===== config.mk =====
export PLATFORM = sky130hd
export DESIGN_NAME = timing_sequencer_flat
export DESIGN_NICKNAME = d
export VERILOG_FILES = /design/src/rtl/timing_sequencer_pkg.sv /design/src/rtl/timing_sequencer_if.sv /design/src/rtl/timing_sequencer_instr_decode.sv /design/src/rtl/timing_sequencer.sv /design/src/flat_wrapper.sv
export SDC_FILE = /design/constraint.sdc
export NUM_CORES = 1
export LEC_CHECK = 0
export ABC_AREA = 1
export CORE_ASPECT_RATIO = 2
export CORE_MARGIN = 8
export CORE_UTILIZATION = 50
export CTS_CLUSTER_DIAMETER = 100
export DETAILED_ROUTE_END_ITERATION = 10
export HOLD_SLACK_MARGIN = 0.03
export PLACE_DENSITY = 0.86
export SLEW_MARGIN = 20
export SYNTH_ARGS = -nofsm -noshare
export SYNTH_HDL_FRONTEND = slang
export SYNTH_SLANG_ARGS = --single-unit
export TNS_END_PERCENT = 30

===== constraint.sdc =====
create_clock -name CLK -period 3 [get_ports CLK]
set_clock_uncertainty 0.1 [all_clocks]
set_input_delay 0.75 -clock CLK [delete_from_list [all_inputs] [get_ports CLK]]
set_output_delay 0.75 -clock CLK [all_outputs]
set_load 0.005 [all_outputs]

===== src/rtl/timing_sequencer_pkg.sv =====
// Shared definitions for the timing sequencer: opcode map, beat indices,
// FSM state encoding and opcode-class helpers.
package timing_sequencer_pkg;

   localparam int NUM_OPS   = 28;
   localparam int OP_W      = 5;
   localparam int NUM_BEATS = 8;

   typedef logic [OP_W-1:0] opcode_t;

   localparam opcode_t OP_LD_A   = 5'd0,  OP_LD_B   = 5'd1;
   localparam opcode_t OP_ADD_A  = 5'd2,  OP_ADD_B  = 5'd3,  OP_ADD_AB = 5'd4,  OP_ADD_BA = 5'd5;
   localparam opcode_t OP_SUB_A  = 5'd6,  OP_SUB_B  = 5'd7,  OP_SUB_AB = 5'd8,  OP_SUB_BA = 5'd9;
   localparam opcode_t OP_MUL_A  = 5'd10, OP_MUL_B  = 5'd11, OP_MUL_AB = 5'd12, OP_MUL_BA = 5'd13;
   localparam opcode_t OP_DIV_A  = 5'd14, OP_DIV_B  = 5'd15, OP_DIV_AB = 5'd16, OP_DIV_BA = 5'd17;
   localparam opcode_t OP_SHL_A  = 5'd18, OP_SHL_B  = 5'd19, OP_SHL_AB = 5'd20, OP_SHL_BA = 5'd21;
   localparam opcode_t OP_SHR_A  = 5'd22, OP_SHR_B  = 5'd23, OP_SHR_AB = 5'd24, OP_SHR_BA = 5'd25;
   localparam opcode_t OP_ST     = 5'd26, OP_JMP    = 5'd27;

   localparam int T0_IDX = 0, T1_IDX = 1, T2_IDX = 2, T3_IDX = 3;
   localparam int T4_IDX = 4, T5_IDX = 5, T6_IDX = 6, T7_IDX = 7;

   localparam logic [NUM_BEATS-1:0] T0_HOT = 8'b0000_0001;
   localparam logic [NUM_BEATS-1:0] T6_HOT = 8'b0100_0000;

   typedef enum logic [1:0] {IDLE, BEAT, HOLD} state_t;

   // Illegal opcodes retire early, exactly like the short loads/stores.
   function automatic logic is_short(input opcode_t op);
      return (op == OP_LD_A) || (op == OP_LD_B) || (op == OP_ST) ||
             (op == OP_JMP)  || (op > OP_JMP);
   endfunction

   function automatic logic is_multicycle(input opcode_t op);
      return (op >= OP_MUL_A) && (op <= OP_DIV_BA);
   endfunction

endpackage


===== src/rtl/timing_sequencer_if.sv =====
// Control-unit side of the timing sequencer: run/step/IR/ALU status in,
// beats, decoded instruction lines and status out.
interface timing_sequencer_if
   import timing_sequencer_pkg::*;
#(
   parameter int CNT_W = 8
);
   logic                 RUN;
   logic                 STEP;
   logic [7:0]           IR;
   logic                 ALU_BUSY;
   logic [NUM_BEATS-1:0] T;
   logic [NUM_OPS-1:0]   INSTR;
   logic                 RUNNING;
   logic                 FAULT;
   logic [CNT_W-1:0]     INSTR_CNT;

   modport master (
      output RUN, STEP, IR, ALU_BUSY,
      input  T, INSTR, RUNNING, FAULT, INSTR_CNT
   );

   modport slave (
      input  RUN, STEP, IR, ALU_BUSY,
      output T, INSTR, RUNNING, FAULT, INSTR_CNT
   );
endinterface


===== src/rtl/timing_sequencer_instr_decode.sv =====
// Combinational opcode decoder: 5-bit opcode to one-hot instruction lines,
// with an illegal flag for opcodes beyond the defined map.
module instr_decode
   import timing_sequencer_pkg::*;
(
   input  opcode_t            opcode,
   output logic [NUM_OPS-1:0] onehot,
   output logic               illegal
);
   // NOTE: every combinational output gets a default first so that no path
   // through the block leaves it unassigned and infers a latch.
   always_comb begin
      onehot  = '0;
      illegal = (opcode > OP_JMP);
      if (!illegal) onehot[opcode] = 1'b1;
   end
endmodule


===== src/rtl/timing_sequencer.sv =====
// Beat generator and opcode latch for the CPU control unit: one-hot T0..T7,
// registered decoded instruction lines, ALU stall handling and retire count.
module timing_sequencer
   import timing_sequencer_pkg::*;
#(
   parameter int SHORT_LAST = 5,
   parameter int STALL_MAX  = 15,
   parameter int CNT_W      = 8
) (
   input  logic               CLK,
   input  logic               CLRn,
   timing_sequencer_if.slave  bus
);
   localparam int STALL_W = $clog2(STALL_MAX + 1);

   state_t               state, state_nxt;
   logic [NUM_BEATS-1:0] t_q, t_nxt;
   logic [NUM_OPS-1:0]   instr_q, instr_nxt, dec_onehot;
   opcode_t              op_q, op_nxt;
   logic                 dec_illegal;
   logic                 fault_q, fault_nxt;
   logic                 step_q, step_nxt;
   logic                 running_q;
   logic [CNT_W-1:0]     cnt_q, cnt_nxt;
   logic [STALL_W-1:0]   stall_q, stall_nxt;
   logic [2:0]           last_idx;
   logic                 last_beat;

   instr_decode u_decode (
      .opcode  (bus.IR[7:3]),
      .onehot  (dec_onehot),
      .illegal (dec_illegal)
   );

   // op_q is stale during fetch, but the last beat is always past T2.
   assign last_idx  = is_short(op_q) ? 3'(SHORT_LAST) : 3'(T7_IDX);
   assign last_beat = t_q[last_idx];

   always_comb begin
      state_nxt = state;
      t_nxt     = t_q;
      instr_nxt = instr_q;
      op_nxt    = op_q;
      fault_nxt = fault_q;
      cnt_nxt   = cnt_q;
      stall_nxt = stall_q;
      step_nxt  = step_q;
      unique case (state)
         IDLE: begin
            if (bus.RUN || bus.STEP) begin
               state_nxt = BEAT;
               t_nxt     = T0_HOT;
               instr_nxt = '0;
               step_nxt  = !bus.RUN;
            end
         end
         BEAT: begin
            if (t_q[T2_IDX]) begin
               t_nxt     = t_q << 1;
               op_nxt    = bus.IR[7:3];
               instr_nxt = dec_onehot;
               if (dec_illegal) fault_nxt = 1'b1;
            end else if (last_beat) begin
               cnt_nxt   = cnt_q + 1'b1;
               instr_nxt = '0;
               if (bus.RUN && !step_q) begin
                  t_nxt = T0_HOT;
               end else begin
                  state_nxt = IDLE;
                  t_nxt     = '0;
                  step_nxt  = 1'b0;
               end
            end else if (t_q[T5_IDX] && is_multicycle(op_q) && bus.ALU_BUSY) begin
               state_nxt = HOLD;
            end else begin
               t_nxt = t_q << 1;
            end
         end
         HOLD: begin
            stall_nxt = stall_q + 1'b1;
            // Leave on ALU done, or give up after STALL_MAX extra cycles.
            if (!bus.ALU_BUSY || (stall_q == STALL_W'(STALL_MAX - 1))) begin
               if (bus.ALU_BUSY) fault_nxt = 1'b1;
               state_nxt = BEAT;
               t_nxt     = T6_HOT;
               stall_nxt = '0;
            end
         end
         default: state_nxt = IDLE;
      endcase
   end

   // NOTE: sequential state uses non-blocking assignments so every register
   // samples the pre-edge values, independent of statement order.
   always_ff @(posedge CLK or negedge CLRn) begin
      if (!CLRn) begin
         state     <= IDLE;
         t_q       <= '0;
         instr_q   <= '0;
         op_q      <= '0;
         fault_q   <= 1'b0;
         step_q    <= 1'b0;
         running_q <= 1'b0;
         cnt_q     <= '0;
         stall_q   <= '0;
      end else begin
         state     <= state_nxt;
         t_q       <= t_nxt;
         instr_q   <= instr_nxt;
         op_q      <= op_nxt;
         fault_q   <= fault_nxt;
         step_q    <= step_nxt;
         running_q <= (state_nxt != IDLE);
         cnt_q     <= cnt_nxt;
         stall_q   <= stall_nxt;
      end
   end

   assign bus.T         = t_q;
   assign bus.INSTR     = instr_q;
   assign bus.RUNNING   = running_q;
   assign bus.FAULT     = fault_q;
   assign bus.INSTR_CNT = cnt_q;

endmodule


===== src/flat_wrapper.sv =====
// flat-port wrapper written by rule: the top's interface ports become plain ports
module timing_sequencer_flat import timing_sequencer_pkg::*;
#(
   parameter int SHORT_LAST = 5,
   parameter int STALL_MAX  = 15,
   parameter int CNT_W      = 8
)
  (CLK, CLRn, bus_RUN, bus_STEP, bus_IR, bus_ALU_BUSY, bus_T, bus_INSTR, bus_RUNNING, bus_FAULT, bus_INSTR_CNT);
  timing_sequencer_if #(.CNT_W(CNT_W)) bus_i ();
  input  logic CLK;
  input  logic CLRn;
  input wire logic [$bits(bus_i.RUN)-1:0] bus_RUN;
  input wire logic [$bits(bus_i.STEP)-1:0] bus_STEP;
  input wire logic [$bits(bus_i.IR)-1:0] bus_IR;
  input wire logic [$bits(bus_i.ALU_BUSY)-1:0] bus_ALU_BUSY;
  output wire logic [$bits(bus_i.T)-1:0] bus_T;
  output wire logic [$bits(bus_i.INSTR)-1:0] bus_INSTR;
  output wire logic [$bits(bus_i.RUNNING)-1:0] bus_RUNNING;
  output wire logic [$bits(bus_i.FAULT)-1:0] bus_FAULT;
  output wire logic [$bits(bus_i.INSTR_CNT)-1:0] bus_INSTR_CNT;
  assign bus_i.RUN = bus_RUN;
  assign bus_i.STEP = bus_STEP;
  assign bus_i.IR = bus_IR;
  assign bus_i.ALU_BUSY = bus_ALU_BUSY;
  assign bus_T = bus_i.T;
  assign bus_INSTR = bus_i.INSTR;
  assign bus_RUNNING = bus_i.RUNNING;
  assign bus_FAULT = bus_i.FAULT;
  assign bus_INSTR_CNT = bus_i.INSTR_CNT;
  timing_sequencer #(.SHORT_LAST(SHORT_LAST), .STALL_MAX(STALL_MAX), .CNT_W(CNT_W)) u_core (.CLK(CLK), .CLRn(CLRn), .bus(bus_i));
endmodule

Word-level counts from Yosys, hierarchy flattened:

Index checks and enable logic that the tools add are counted.

* register bits after elaboration: 58
* bits in latches: 0
* memory bits (writable): 0
* bits in read-only memories: 0
* output and inout bits: 46
* logic and storage cells: 98
* memories kept: 0

* add/sub/neg operators: 2
* $mul: 0
* divide/modulo/power cells: 0
* $lt $le $gt $ge: 7
* eq/ne operators: 16
* shifts and indexed selects: 0
* muxes and demuxes: 35
* bitwise operators: 1
* reduce and logical (&&, ||, !) cells: 27

Operators by type and width (count)
* two-way mux 28 bit: 4
* case mux 28 bit (2 select lines): 1
* two-way mux 8 bit: 5
* case mux 8 bit (3 select lines): 1
* two-way mux 2 bit: 7
* two-way mux 1 bit: 11
* equality test 5 bit, second input constant: 2
* > comparator 5 bit, second input constant: 2
* inequality test 2 x 1 -> 1 bit, second input constant: 5
* AND reduction 5 bit: 2
* AND reduction 3 bit: 3
* adder 8 x 1 -> 8 bit, second input constant: 1
* logical OR 1 bit: 6
* < comparator 5 x 6 -> 1 bit, second input constant: 1
* inequality test 2 bit, second input constant: 3
* case mux 2 bit (3 select lines): 1
* nonzero test 2 bit: 3
* demux 1 bit (select 5 bit): 1
* equality test 5 x 1 -> 1 bit, second input constant: 1
* >= comparator 5 x 1 -> 1 bit, second input constant: 1
* >= comparator 5 x 4 -> 1 bit, second input constant: 1
* <= comparator 5 bit, second input constant: 1
* logical AND 1 bit: 5
* zero test 5 bit: 1
* other kinds (16): 19

Depth between registers and ports, before layout:

Gate-level depths: netlist of the first run.

* depth in word-level cells: 12
* mapped depth: 12
* mapped depth without buffers: 12

Cells and area by module:

A second synthesis of the first run with hierarchy kept.

* cell total of the unflattened synthesis: 358
* area, all modules: 2929.1 µm²

By module, submodules not included
* timing_sequencer: instances 1, cells an instance 312, area an instance 2743.9 µm², sequential area each 1426.4 µm²
* instr_decode: instances 1, cells an instance 46, area an instance 185.2 µm², sequential area each 0.0 µm²

Worst setup path after synthesis of the first run:

OpenSTA, ideal clock, no wires.

* path type: reg2reg
* start: register u_core.state[1]
* end: register u_core.cnt_q[5] (netlist: u_core.bus.INSTR_CNT[5])
* setup time: 0.079 ns
* arrival: 1.581 ns
* setup slack: 1.240 ns
* stages on the path, launching flop included: 11
* buffers on the path: 1
* clock period less this slack: 1.760 ns
* path through: dfrtp_1 -> inv_1 -> ha_1 -> buf_4 -> inv_1 -> nor2_4 -> nand3_1 -> inv_2 -> nand2_1 -> nor2_1 -> xor2_1

* cells in the longest elaborated chain, start to end: 2

RTL lines
* start: declaration: RTL line timing_sequencer.sv:16 `state_t state, state_nxt;`
* start signal: assignment: RTL line timing_sequencer.sv:107 `state <= state_nxt;`
* equality test 2 x 1 -> 1 bit: RTL line timing_sequencer.sv:48 `unique case (state)`
* AND reduction 3 bit (no source line)
* end signal: assignment: RTL line timing_sequencer.sv:114 `cnt_q <= cnt_nxt;`
* end: declaration: RTL line timing_sequencer.sv:24 `logic [CNT_W-1:0] cnt_q, cnt_nxt;`

Every way passes these cells.
A chain may end at the register's enable or synchronous reset.

Worst setup path after layout of the first run:

* start: register u_core.state[0]
* end: register u_core.t_q[3] (netlist: u_core.bus.T[3])

* cells in the longest elaborated chain, start to end: 3
* elaborated cells on any way between the ends: 9
* classes of those cells: eq/ne: 5; mux: 1; reduce/logical: 3

RTL lines
* equality test 2 x 1 -> 1 bit, or another cell as far along: RTL line timing_sequencer.sv:48
* inequality test 4 x 2 -> 1 bit (no source line), or another cell as far along
* AND reduction 4 bit (no source line)
* end signal: assignment: RTL line timing_sequencer.sv:108 `t_q <= t_nxt;`
* end: declaration: RTL line timing_sequencer.sv:17 `logic [NUM_BEATS-1:0] t_q, t_nxt;`

Several ways; a longest one is shown, not always the timed one.

==> flow_results.org, run 1 <==
** Clock network
- Clk Tree Root Cell :: sky130_fd_sc_hd__clkbuf_8
- Clock H-tree levels :: 3
- No sink is reached through more buffers than the 2 on the longest clock path.
- After clock tree synthesis, the clock-pin slew on the worst setup and hold paths is roughly 70 ps.
- The later pin in the worst-skew pair is clocked with a latency of about 350 ps.
- Post-CTS timing repair inserted 0 buffers for setup.
- For this design, the sink count on the clock tree is 57.
- TritonCTS clock tree :: yes
- CTS Hold Bufs :: 0
- TritonCTS created 9 clock buffers.
- Post-cts repair resize count :: 0

** Pwr
- Per report_power, the sequential group accounts for 33.8% of the total.
- Internal portion of total power :: 1.85 mW
- Power dissipated by switching net loads :: 1.10 mW
- The share of total power dissipated in the clock network is 30.1%.
- Power Total :: a little under 3 mW
- Power density over the cells :: 819 mW/mm2
- VDD sags by at most 0.711 mV.
- Fraction of power spent switching nets :: 37.3%
- Power share of the combinational group :: 36.1%
- Summed over all cells, the static leakage comes to roughly 1.7 nW.

** STA
- For the pin with the worst max-slew slack, the measured transition is 684 ps.
- Maximum clock frequency :: 433 MHz
- Measured against its own limit, the worst slew margin works out to 54.4%.
- Shortest clock period the worst path allows after layout :: 2310 ps
- Final setup viols :: 0
- Summed over all failing endpoints, the final setup total negative slack is 0 ps.
- RSZ-0062 raised after global routing :: no
- Final worst-path cycle share :: 77.0%
- The final count of hold timing violations came to 0.
- The final max-slew violation count was 0.
- Across all setup checks in the final design, the least slack found is 690 ps.

** Worst setup path
- At the worst endpoint, the required time is 3190 ps.
- Critical path peak fanout :: 13
- Crit path arrival time :: ~2500 ps
- Type of the setup path with the least slack :: register to register
- The worst setup path is launched from a register.
- STA classifies the critical path endpoint as a register.

** Hold path
- Hold Crit Class :: input pin to async pin

** Flow run
- Max-cap violations in this run came to 0.

** Floorplan
- After floorplanning, the core was divided into 38 placement rows.
- Core ar. :: roughly 0.0054 mm2
- Die H :: 121 um
- The die covers 0.00832 mm2.
- Number of top-level pins :: between 50 and 60
- Starting Density :: 51.5%
- Overall die width :: 68.6 um

** GRT
- The initial antenna violation count is 0.
- Tot GR Track Use :: 18.5%
- The via count of the first global-routing pass is 2504.
- Entering global routing, the biggest net connects 57 pins.
- GRT Residual Overflow :: 0
- The first global-routing pass estimated 11600 um of wire.

** Synth
- Synth area leaders :: sky130_fd_sc_hd__dfrtp_1 (52%), sky130_fd_sc_hd__nand2_1 (14%), sky130_fd_sc_hd__o21ai_0 (5.8%)
- Summing the sequential cell areas from Yosys gives 51.5% of the chip area.
- Dominant combinational cell family by area after synthesis :: simple AND/OR/NAND/NOR gates
- The synthesized netlist contains 26 unique library cells.
- Summing the areas of all and, or, nand and nor instances in the mapped netlist gives about a quarter of the synthesized area.
- The largest total area in the synthesized netlist belongs to sky130_fd_sc_hd__dfrtp_1.
- Of the total synthesized cell area, the portion taken by XOR and XNOR cells is between 2 and 3%.
- Summing the areas of all compound-gate instances in the mapped netlist gives 11.2% of the synthesized area.
- Cells after synthesis :: 332
- Syn Std Cell Area :: 0.00277 mm2
- The number of nets in the synthesized netlist is 352.
- Synthesis warning total :: 0
- Synthesis-stage register bit count :: 57
- Synth Area per Inst :: 8.34 um2
- Fraction of the mapped netlist area in adder cells :: ~3.2%
- Share of Yosys cell area claimed by the top area cell type :: 51.5%
- Post-synthesis mux area share :: 0%

** Drt
- Sum of routed wire length over all layers :: a little over 7000 um
- The count of nets left with antenna violations once routing finished came out at 0.
- First-pass iteration count of the detailed router :: 5
- In this run, the number of DRC markers left after iteration 0 of detailed routing was around 130.
- Avg Vias per Cell :: around 5.3
- After detailed routing, the average wire length per cell comes to between 15 and 20 um.
- Residual DRC count :: 0
- The routed layout has 2444 vias.

** Placement
- Placement Setup Slack :: 484 ps
- Routability-driven placement finished with a final weighted congestion of 0.888.
- Standard cell area after detailed placement :: 0.00337 mm2
- DP Wirelength :: approximately 5400 um
- Buffers added on ports :: 55

** Run status
- The flow ran to the end, and the final reports show no timing, DRC or antenna violations.

** Cells and area
- Cells with a size suffix above 1 make up 7.54% of the layout.
- The final layout contains 413 nets.
- Relative to the synthesized area, the layout overhead comes to 30.4%.
- The top cell types in the final layout, fill and taps aside, are sky130_fd_sc_hd__nand2_1 (105), sky130_fd_sc_hd__dfrtp_1 (57), sky130_fd_sc_hd__clkdlybuf4s50_1 (54).
- Once layout is done, the placed cells without fillers occupy 0.00361 mm2.
- Post-layout util :: roughly 67%
- Most common cell after layout, fill and taps aside :: sky130_fd_sc_hd__nand2_1
- 0 antenna diodes ended up in the layout.
[cells by family after synthesis]
logic type / count (synthesis)
AO/OA/AOI/OAI: 53
XOR/XNOR: 9
adder cells (fa/ha/maj): 7
buffers and inverters: 50
flip-flops: 57
AND/OR/NAND/NOR: 156
[worst max-delay path: stages (launching register included)]
cell	delay [ps]
sky130_fd_sc_hd__dfrtp_1	440
sky130_fd_sc_hd__inv_1	90
sky130_fd_sc_hd__ha_1	290
sky130_fd_sc_hd__inv_1	200
sky130_fd_sc_hd__nor2_1	120
sky130_fd_sc_hd__nor3_1	320
sky130_fd_sc_hd__nand2_1	330
sky130_fd_sc_hd__nor2_1	220
sky130_fd_sc_hd__nand2_1	80
sky130_fd_sc_hd__nand2_1	60
[sequential cells by signal, indices dropped and copies added, names as in the netlist]
register	count
u_core.bus.INSTR	28
u_core.bus.INSTR_CNT	8
u_core.bus.T	8
u_core.op_q	4
u_core.stall_q	4
u_core.state	2
u_core.bus.FAULT	1
u_core.bus.RUNNING	1
u_core.step_q	1
[final cells by class]
cell class                      count  area [um2]
Multi-Input combinational cell    225        1120
Clock inverter                      5         103
Fill cell                         441        1760
Timing Repair Buffer               59         588
Inverter                           41         154
Tap cell                           60        75.1
Clock buffer                       11         141
Sequential cell                    57        1430
[synth_stat cells, drive strengths merged]
library cell,number
dfrtp,57
o31ai,12
inv,41
buf,7
o22ai,1
o211a,1
a31o,1
nand4,3
nand3,14
clkbuf,2
nor2,19
nand2,109
a21oi,5
or2,1
nor3,10
o21ai,33
xnor2,4
ha,7
xor2,5
[layer usage]
metal  up-vias  part of all wire, %  track usage, %
li1       1186                    -               -
met1      1159                   36            18.5
met2        76                   55            32.3
met3        23                  4.9            4.81
met4         0                  4.3            10.8
met5         -                    0               0
[through the flow]
stage          cells  hold WS (ps)
6_report         458           341
5_1_grt          458           386
4_1_cts          458           362
3_3_place_gp     442           357
2_1_floorplan    332           354
3_5_place_dp     442           364
[power by group through the flow]
stage	registers [mW]	logic [mW]	clock network (mW)
after global placement	1.00	1.01	0
after CTS	1.00	1.07	0.896
final	1.00	1.07	0.889
after floorplan	0.994	0.769	0
after global routing	1.02	1.20	0.932
after detailed placement	1.01	1.05	0
[final timing paths]
kind / from / slack (ps) / end / cells past startpoint
min: CLRn / 340 / u_core.bus.INSTR[12]$_DFFE_PN0P_ / 1
max reg2reg: u_core.state[0]$_DFF_PN0_ / 690 / u_core.bus.T[3]$_DFFE_PN0P_ / 9
min reg2reg: u_core.bus.FAULT$_DFFE_PN0P_ / 370 / u_core.bus.FAULT$_DFFE_PN0P_ / 1
min in group CLK: u_core.bus.FAULT$_DFFE_PN0P_ / 370 / u_core.bus.FAULT$_DFFE_PN0P_ / 1
max in group asynchronous: CLRn / 1800 / u_core.bus.INSTR_CNT[3]$_DFFE_PN0P_ / 2
max: u_core.state[0]$_DFF_PN0_ / 690 / u_core.bus.T[3]$_DFFE_PN0P_ / 9
No activity file was read; power rests on OpenSTA's default activity.
==> run 2: changes to the inputs <==
Settings changed: CORE_UTILIZATION 50 to 46, PLACE_DENSITY 0.86 to 0.83.
Clock period 3 ns to 1.9 ns, I/O delays scaled along.
==> run 2 against run 1 <==
- clock power increased by 86%
- via count grew 2.4%
- cell count rose by 5.9%
- worst setup slack worse by 630 ps
- count of clock-buffer cells in the layout is 2 higher
- die area grew 7.1%
- register-to-register slack got worse by 600 ps
- core utilization decreased by 0.35 points
- power is 76% higher
- wire length down 3.5%
- combinational power increased by 85%
- cell area rose by 9.4%
- critical path type is now register to primary output
- largest cell class unchanged
- largest power group unchanged
==> flow_results.org, run 2 (synthesis results as in run 1) <==
** Drt
- The number of remaining DRC errors is 0 (unchanged).
- The routed wire length is 6900 um (-3.5%).
- Avg Vias per Cell :: 5.16 (-3.3%)
- The DRC violation total after the first TritonRoute iteration is 169 (+35%).
- The first-pass iteration count of the detailed router is 4 (-1).
- Antenna viol nets, final :: 0 (unchanged)
- The via count is 2503 (+2.4%).
- The mean routed wirelength per cell came to 14.2 um (-8.9%).

** Clock network
- Clk sink count :: 57 (unchanged)
- Num CTS Buffers :: 9 (unchanged)
- The clock latency on the worst-skew pair was 330 ps (-20 ps).
- The root buffer cell chosen for the clock tree is sky130_fd_sc_hd__clkbuf_16.
- TritonCTS clock tree :: yes
- The maximum buffer depth of the clock tree is 2 (unchanged).
- Clock H-tree levels :: 3 (unchanged)
- Clock-pin slew of the registers on the worst-case setup and hold paths :: 50 ps (-20 ps)

** Worst setup path
- The worst setup path is of the register to primary output kind.
- The longest individual stage delay on the worst path is 540 ps (+100 ps).
- The signal arrival time at the worst endpoint is 1260 ps (-1240 ps).
- The worst setup path is launched from a register.
- Broken down by cell family, the worst path's largest delay share belongs to buffers and inverters.
- Buf+Inv Stages, Crit Path :: 1 (-1)
- The biggest fanout along the worst timing path came to 4 (-9).
- CP Data Required Time :: 1320 ps (-1870 ps)
- CP endpoint kind :: primary output
- Chain of cells forming the critical path :: clkdlybuf4s50_1
- CP max-delay cell :: sky130_fd_sc_hd__clkdlybuf4s50_1

** STA
- Based on the critical path, the design can be clocked at up to 544 MHz.
- Dividing the final minimum period by the clock period gives 96.8%.
- Final setup viols :: 0 (unchanged)
- Shortest clock period the worst path allows after layout :: between 1500 and 2000 ps
- The final max-slew violation count is 0 (unchanged).
- The pin slew with the least headroom to its limit is 326 ps (-358 ps).
- The final count of hold timing violations is 0 (unchanged).
- RSZ-0062 raised after global routing :: yes
- Setup WS post-layout :: 60.2 ps (-629 ps)
- The worst relative slew slack was 78.1% (+24 points).

** Floorplan
- Overall die width :: 70.9 um (+3.3%)
- The die area was 0.00891 mm2 (+7.1%).
- Core ar. :: 0.00591 mm2 (+9.9%)
- The row count was 40 (+5.3%).
- Starting Density :: 46.9% (-4.7 points)
- Die H :: 126 um (+3.7%)
- Number of top-level pins :: 59 (unchanged)

** Cells and area
- Leaving out fill and tap cells, the most frequent cell in the layout is sky130_fd_sc_hd__nand2_1.
- Most frequent cells in the layout :: sky130_fd_sc_hd__nand2_1 (105), sky130_fd_sc_hd__dfrtp_1 (56), sky130_fd_sc_hd__clkdlybuf4s50_1 (53)
- Flip-flop count of the largest register after layout :: 28 (unchanged)
- Share of final-layout standard cells stronger than drive strength 1 :: 15.9% (+8.3 points)
- Relative to the synthesized area, the layout overhead comes to 42.6%.
- Antenna cells :: 0 (unchanged)
- The net count of the finished layout is 438 (+6.1%).

** Flow run
- Max-cap violation count :: 0 (unchanged)

** Placement
- The port buffer count came to 55 (unchanged).
- The global placer's final weighted congestion was 0.855 (-3.8%).
- The worst slack at placement is -192 ps (-676 ps).
- The estimated wirelength of the detail-placed design came to 4850 um (-10%).

** GRT
- Maximum number of pins on one net before global-route repair :: 58 (+1.8%)
- The via count of the first global-routing pass was 2613 (+4.4%).
- The first-pass GRT wire length came to 11800 um (+1.5%).
- The overall routing resource usage came to 16.3% (-2.3 points).
- GRT Residual Overflow :: 0 (unchanged)
- The initial antenna violation count came to 0 (unchanged).

** Pwr
- Worst vdd rail ir drop :: 0.774 mV (+8.9%)
- The total leakage power came to 1.91 nW (+11%).
- Power density over the cells :: 1320 mW/mm2 (+61%)
- Power Total :: 5.21 mW (+76%)

** Hold path
- Hold Crit Class :: input pin to async pin

** Run status
- Status :: complete, no violations
run 2: changes by cell type in the layout (fill, tap and decap cells not counted), moves of 2 or more:
cell and delta:
sky130_fd_sc_hd__clkbuf_8 -6, sky130_fd_sc_hd__nor3_2 +2, sky130_fd_sc_hd__buf_4 +22, sky130_fd_sc_hd__inv_1 -2
sky130_fd_sc_hd__nor3_1 -2, sky130_fd_sc_hd__nor2_2 +3, sky130_fd_sc_hd__nor2_1 -3, sky130_fd_sc_hd__clkbuf_16 +9
sky130_fd_sc_hd__bufinv_16 -2, sky130_fd_sc_hd__inv_2 +2, sky130_fd_sc_hd__buf_12 +3
run 2: worst paths after layout:
kind | to | cells after the start | from | slack [ps]
setup / recovery | bus_INSTR_CNT[3] | 1 | u_core.bus.INSTR_CNT[3]$_DFFE_PN0P_ | 60
max in group asynchronous | u_core.bus.T[2]$_DFFE_PN0P_ | 2 | CLRn | 1390
hold / removal | u_core.state[0]$_DFF_PN0_ | 2 | CLRn | 40
min in group CLK | u_core.bus.INSTR[27]$_DFFE_PN0P_ | 2 | u_core.bus.INSTR[27]$_DFFE_PN0P_ | 380
hold reg to reg | u_core.bus.INSTR[27]$_DFFE_PN0P_ | 2 | u_core.bus.INSTR[27]$_DFFE_PN0P_ | 380
setup reg to reg | u_core.bus.INSTR[12]$_DFFE_PN0P_ | 9 | u_core.state[0]$_DFF_PN0_ | 90
run 2: layout make-up:
class	instances	area (um2)
multi-input cells	225	1160
well taps	63	78.8
fillers	445	1960
inverters	41	154
flip-flops and latches	57	1430
clock buffers	13	280
repair buffers	84	816
clock inverters	2	35.0
run 2: stage by stage:
stage / cell area, um2 / hold WS, ps / util [%] / instances / TNS [ps]
5_1_grt: 3950 / 71.3 / 66.9 / 485 / -644
6_report: 3950 / 38.5 / 66.9 / 485 / 0
3_3_place_gp: 3590 / 369 / 60.8 / 469 / -4220
3_5_place_dp: 3590 / 374 / 60.8 / 469 / -5090
2_1_floorplan: 2770 / 79.4 / - / 332 / 0
4_1_cts: 3910 / 50.0 / 66.2 / 484 / -6.46
run 2: power by group:
group	switching (mW)	total (mW)	internal (mW)	leakage [nW]
combinational	1.12	1.98	0.852	0.993
clock	0.509	1.65	1.14	0.158
sequential	0.178	1.58	1.40	0.755
total	1.81	5.21	3.40	1.91
run 2: metal layers:
| layer | wire, um | vias to the layer above | global-route usage (%) | part of all wire, % |
|---|---|---|---|---|
| li1 | - | 1236 | - | - |
| met1 | 2920 | 1171 | 18.8 | 42 |
| met2 | 3360 | 83 | 26.7 | 49 |
| met3 | 487 | 13 | 5.48 | 7.1 |
| met4 | 122 | 0 | 6.43 | 1.8 |
| met5 | 0 | - | 0 | 0 |
run 2: repair_timing:
| item | 4_1_cts | 5_1_grt |
|---|---|---|
| buffers inserted | 0 | 1 |
| resized for setup | 2 | 11 |
| hold buffers | 0 | 0 |
| setup endpoints to repair | 3 | 39 |
